--- config.mk ---
export PLATFORM = sky130hd
export DESIGN_NAME = mem_store_buffer
export DESIGN_NICKNAME = d
export VERILOG_FILES = /design/src/rtl/mem_store_buffer_pkg.sv /design/src/rtl/mem_store_buffer_store_lane_fmt.sv /design/src/rtl/mem_store_buffer.sv
export SDC_FILE = /design/constraint.sdc
export NUM_CORES = 1
export LEC_CHECK = 0
export BUFFER_PORTS_ARGS = -buffer_cell sky130_fd_sc_hd__buf_2
export CAP_MARGIN = 20
export CORE_ASPECT_RATIO = 1.25
export CORE_UTILIZATION = 50
export CTS_CLUSTER_SIZE = 40
export DETAILED_ROUTE_END_ITERATION = 10
export HOLD_SLACK_MARGIN = 0.08
export PLACE_DENSITY = 0.78
export SLEW_MARGIN = 20
export SYNTH_ARGS = -nofsm -noshare
export SYNTH_HDL_FRONTEND = slang
export SYNTH_SLANG_ARGS = --single-unit
--- constraint.sdc ---
create_clock -name clk_i -period 5.49 [get_ports clk_i]
set_input_delay 0 -clock clk_i [delete_from_list [all_inputs] [get_ports clk_i]]
set_output_delay 0 -clock clk_i [all_outputs]
set_load 0.03 [all_outputs]
--- src/rtl/mem_store_buffer_pkg.sv ---
// Shared types for the MEM-stage store buffer: pipeline bus, memory op encodings,
// store buffer entry layout and drain FSM states.
package mem_store_buffer_pkg;
  localparam int XLEN            = 32;
  localparam int BE_W            = 4;
  localparam int LANE_W          = 8;
  localparam int MEM_OP_BITS     = 4;
  localparam int STORE_BUF_DEPTH = 2;

  // Top bit of mem_op separates stores from loads.
  localparam logic STORE_PRFX = 1'b1;
  localparam logic LOAD_PRFX  = 1'b0;

  typedef enum logic [MEM_OP_BITS-1:0] {
    MEM_NOP = 4'h0,
    MEM_LB  = 4'h1,
    MEM_LH  = 4'h2,
    MEM_LW  = 4'h3,
    MEM_LBU = 4'h4,
    MEM_LHU = 4'h5,
    MEM_SB  = 4'h9,
    MEM_SH  = 4'hA,
    MEM_SW  = 4'hB
  } mem_op_t;

  typedef struct packed {
    mem_op_t         mem_op;
    logic [XLEN-1:0] rd_res;
    logic [XLEN-1:0] rs2_data;
    logic            pipeline_stall;
  } pipeline_bus_t;

  typedef struct packed {
    logic [XLEN-1:0] addr;
    logic [XLEN-1:0] wdata;
    logic [BE_W-1:0] be;
  } store_entry_t;

  typedef enum logic {SB_IDLE, SB_REQ} sb_state_t;
endpackage

--- src/rtl/mem_store_buffer_store_lane_fmt.sv ---
// Store lane formatter: turns a store op and the low address bits into byte
// enables, lane-replicated write data and a misalignment flag.
module store_lane_fmt
  import mem_store_buffer_pkg::*;
(
  input  logic [MEM_OP_BITS-1:0] mem_op,
  input  logic [1:0]             a,
  input  logic [XLEN-1:0]        d,
  output logic [BE_W-1:0]        be,
  output logic [XLEN-1:0]        wdata,
  output logic                   misaligned
);
  always_comb begin
    be         = '0;
    wdata      = d;
    misaligned = 1'b0;
    case (mem_op)
      MEM_SB: begin
        be    = 4'b0001 << a;
        wdata = {4{d[LANE_W-1:0]}};
      end
      MEM_SH: begin
        be         = a[1] ? 4'b1100 : 4'b0011;
        wdata      = {2{d[2*LANE_W-1:0]}};
        misaligned = a[0];
      end
      MEM_SW: begin
        be         = 4'b1111;
        misaligned = |a;
      end
      default: ;
    endcase
  end
endmodule

--- src/rtl/mem_store_buffer.sv ---
// MEM-stage store buffer: formats stores, queues them in a small FIFO and drains
// them over a req/gnt handshake. Optional trap on misaligned stores: MISALIGN_TRAP_EN.
module mem_store_buffer
  import mem_store_buffer_pkg::*;
#(
  parameter int DEPTH  = STORE_BUF_DEPTH,
  parameter int ADDR_W = XLEN
) (
  input  logic              clk_i,
  input  logic              rst_i,
  input  pipeline_bus_t     bus_i,
  output logic              stall_o,
  output logic              dmem_req_o,
  output logic [ADDR_W-1:0] dmem_addr_o,
  output logic [XLEN-1:0]   dmem_wdata_o,
  output logic [BE_W-1:0]   dmem_be_o,
  input  logic              dmem_gnt_i,
  output logic              empty_o,
  output logic              misalign_o,
  output logic [ADDR_W-1:0] misalign_addr_o
);
  localparam int PW = $clog2(DEPTH);
  localparam int CW = PW + 1;
  localparam int EW = ADDR_W + XLEN + BE_W;
  localparam logic [CW-1:0] FULL_CNT = CW'(DEPTH);

  logic              store_vld, load_vld, store_ok, push, pop, full, mis;
  logic [BE_W-1:0]   be, h_be;
  logic [XLEN-1:0]   wdata, h_wdata;
  logic [ADDR_W-1:0] h_addr;
  logic [PW-1:0]     wr_ptr, rd_ptr;
  logic [CW-1:0]     count, count_nxt;
  logic [EW-1:0]     mem_q [DEPTH];
  sb_state_t         state;

  store_lane_fmt u_fmt (
    .mem_op     (bus_i.mem_op),
    .a          (bus_i.rd_res[1:0]),
    .d          (bus_i.rs2_data),
    .be         (be),
    .wdata      (wdata),
    .misaligned (mis)
  );

  assign store_vld = (bus_i.mem_op != MEM_NOP) && (bus_i.mem_op[MEM_OP_BITS-1] == STORE_PRFX)
                     && !bus_i.pipeline_stall;
  assign load_vld  = (bus_i.mem_op != MEM_NOP) && (bus_i.mem_op[MEM_OP_BITS-1] == LOAD_PRFX)
                     && !bus_i.pipeline_stall;

`ifdef MISALIGN_TRAP_EN
  // A misaligned store traps instead of queueing, so it never stalls on a full buffer.
  assign store_ok = store_vld && !mis;

  always_ff @(posedge clk_i or posedge rst_i) begin
    if (rst_i) begin
      misalign_o      <= 1'b0;
      misalign_addr_o <= '0;
    end else begin
      misalign_o <= store_vld && mis;
      if (store_vld && mis) misalign_addr_o <= bus_i.rd_res[ADDR_W-1:0];
    end
  end
`else
  logic mis_unused;
  assign mis_unused      = mis;
  assign store_ok        = store_vld;
  assign misalign_o      = 1'b0;
  assign misalign_addr_o = '0;
`endif

  // Full is judged on the registered count only, keeping gnt out of the stall path.
  assign full      = (count == FULL_CNT);
  assign push      = store_ok && !full;
  assign pop       = (state == SB_REQ) && dmem_gnt_i;
  assign count_nxt = count + CW'(push) - CW'(pop);
  assign stall_o   = (store_ok && full) || (load_vld && (count != '0));
  assign empty_o   = (count == '0);

  always_ff @(posedge clk_i) begin
    if (push) mem_q[wr_ptr] <= {bus_i.rd_res[ADDR_W-1:2], 2'b00, wdata, be};
  end

  always_ff @(posedge clk_i or posedge rst_i) begin
    if (rst_i) begin
      wr_ptr <= '0;
      rd_ptr <= '0;
      count  <= '0;
      state  <= SB_IDLE;
    end else begin
      if (push) wr_ptr <= wr_ptr + 1'b1;
      if (pop)  rd_ptr <= rd_ptr + 1'b1;
      count <= count_nxt;
      case (state)
        SB_IDLE: if (count_nxt != '0) state <= SB_REQ;
        SB_REQ:  if (count_nxt == '0) state <= SB_IDLE;
        default: state <= SB_IDLE;
      endcase
    end
  end

  assign {h_addr, h_wdata, h_be} = mem_q[rd_ptr];
  assign dmem_req_o   = (state == SB_REQ);
  assign dmem_addr_o  = dmem_req_o ? h_addr  : '0;
  assign dmem_wdata_o = dmem_req_o ? h_wdata : '0;
  assign dmem_be_o    = dmem_req_o ? h_be    : '0;
endmodule

==> results.md <==
- Worst R2R End: count[1]
- Top FF cell, synth: edfxtp_1
- Routed vias: 3972
- Comb pwr share: 0.372
- Die X: 102 um
- Largest area contributor in the netlist: edfxtp_1
- Overall routing resource usage: 0.208
- Wire per inst: 16.0 um
- Dpl hpwl: 7550 um
- Slew @ Worst Pin: 0.955 ns
- Switching Share: 0.375
- Post-Route WL: 12900 um
- CP required: 5.76 ns
- Post-CTS Setup Bufs: 0
- Die height: 127 um
- Initial Util: 0.513
- Crit end category: flop
- FF-to-FF Start: dmem_req_o
- DRT iter0 DRCs: 209
- GP Congestion: 0.822
- Total grt overflow: 0
- Psw: 1.48 mW
- Avg Inst Size Synth: 14.8 um^2
- Relative slew slack: 0.363
- Avg Vias per Cell: 4.93
- Setup CP Type: reg -> reg
- Yosys cell types: 35
- HP Start: bus_i[68]
- Vias in the first global route: 4079
- Core Region: 12200 um^2
- Crit-path cells: and2_1 > ha_1 > or4b_1 > dlygate4sd3_1 > xor2_1
- Share of power burned in registers: 0.370
- Reg area: 4090 um^2
- Setup Skew: 0.00854 ns
- IO Count: 176
- Slowest stage cell on the critical path: dfrtp_2
- Dpl cell area: 6920 um^2
- Layout cells sized above 1: 0.302
- # rows: 45
- Status: completed
- Final Instance Area: 8190 um^2
- DRC: 0
- Synth warnings: 0
- Max-cap violation count: 0
- Pre-antenna DRT Iters: 4
- Most frequent cells in the layout: buf_2, edfxtp_1, dlygate4sd3_1
- CP peak stage delay: 0.98 ns
- Fraction of registers with async set/reset: 0.0365
- Setup TNS: 0 ns
- Initial antenna violation count: 0
- Clk root buf: clkbuf_16
- Worst r2r path cells: 5
- Number of diodes: 0
- Final Setup Violations: 0
- Area of the multi-input gates: 1890 um^2
- Filler cells: 905
- Die footprint: 12900 um^2
- RSZ-0062 raised after global routing: false
- P per Cell Area: 481 nW/um^2
- Port Buffers: 140
- Type of origin of the critical path: flop
- First-pass GRT wire length: 19800 um
- H-tree depth: 4
- Syn-to-layout area delta: 31.2%
- Number of nets in the layout: 702
- Hold_buf cts: 70
- Hold endpoint: dmem_req_o
- #FFs+latches synth: 137
- Fin. Hold Viols: 0
- Highest achievable clock rate: 0.339 GHz
- Worst hold-check path type: in -> reg
- Top-area cell type share of the netlist area: 0.635
- Worst-path clk slew: 0.05 ns
- Clock Power Share: 0.259
- EDFF count, synth: 132
- CTS tree: done
- P_int: 2.46 mW
- Post-synthesis sequential area ratio: 0.655
- Largest net degree at the start of global routing: 69
- TritonCTS Buffers: 17
- Longest Clk Path Bufs: 2
- Synth Instances: 422
- Post-CTS sizing: 0
- Max Slew Vio Count: 0
- Worst hold stages: 3
- Post-route ant nets: 0
- Period minus WS final: 2.95 ns
- Reg2Reg Setup Slack: 2.54 ns
- Static leakage: 3.31 nW
- Mapped Area: 6240 um^2
- Clk_lat worst skew: 0.41 ns
- Total Power: 3.93 mW
- Arrival @ worst endpoint: 3.22 ns
- Most common cell after layout, fill and taps aside: buf_2
- Synth top area cells: edfxtp_1, mux2i_1, nor2b_1
- Clk sinks: 137
- Crit share post-route: 0.538
- Crit Path Max Fanout: 68
- VDD IR max: 0.270 mV
[final cells by class]
cell class                      instances  share of cell area
Sequential cell                       137               0.500
Clock inverter                         14              0.0133
Multi-Input combinational cell        256               0.231
Timing Repair Buffer                  213               0.176
Tap cell                              164              0.0251
Inverter                                4             0.00183
Clock buffer                           18              0.0524
[worst max-delay path by stage]
stage	start	endpoint	slack, ns
final	dmem_req_o	count[1]	2.54
after global routing	dmem_req_o	count[1]	2.34
after CTS	dmem_req_o	count[1]	2.52
after detailed placement	dmem_req_o	count[1]	3.06
after global placement	dmem_req_o	count[1]	3.13
after floorplan	count[1]	mem_q[0][0]	1.22
[per-layer routing]
metal  track usage  wire length [um]
met3        0.0512               681
met1         0.242              5240
met4        0.0697               115
met2         0.370              6820
met5             0                 0
[through the flow]
step | setup slack (ns) | cells | hold slack (ns) | util
floorplan | 1.22 | 456 | -0.221 | -
global placement | 3.13 | 703 | -0.0947 | 0.569
detailed placement | 3.06 | 703 | -0.0797 | 0.569
CTS | 2.52 | 805 | 0.106 | 0.671
global route | 2.34 | 806 | 0.130 | 0.673
finish | 2.54 | 806 | 0.138 | 0.673
[sequential cells by signal, summed over array words and instances, names as in the netlist]
register and flops:
rd_ptr 1, wr_ptr 1, count 2, dmem_req_o 1, mem_q 132
[worst max-delay path, delay by kind of cell (launching register included)]
kind	cells	cell delay, ns
adder cells (fa/ha/maj)	1	0.27
XOR/XNOR	1	0.16
AND/OR/NAND/NOR	2	0.80
flip-flops	1	0.98
buffers and inverters	1	0.59
[cells in the mapped netlist (5+ instances only)]
master    instances
edfxtp_1        132
nor2b_1          67
mux2i_1          66
buf_4            40
mux2_2           14
a21oi_1          12
clkbuf_1         11
nor2_1           11
a211oi_1          8
nand2b_1          8
o31ai_1           8
buf_2             6
dfrtp_1           5
[cell families after synthesis]
logic type	after synthesis	share of synthesized area
AO/OA/AOI/OAI	32	0.0343
XOR/XNOR	6	0.00842
adder cells (fa/ha/maj)	1	0.00201
buffers and inverters	63	0.0646
flip-flops	137	0.655
multiplexers	82	0.136
other	1	0.000601
AND/OR/NAND/NOR	100	0.0987
[power by group through the flow]
| stage | Sequential (mW) | Clock [mW] | Combinational, mW |
|---|---|---|---|
| floorplan | 1.38 | 0 | 1.16 |
| global placement | 1.53 | 0 | 1.33 |
| detailed placement | 1.55 | 0 | 1.35 |
| CTS | 1.53 | 1.04 | 1.39 |
| global route | 1.48 | 1.08 | 1.56 |
| finish | 1.45 | 1.02 | 1.46 |
Power figures use the tool's default switching activity.
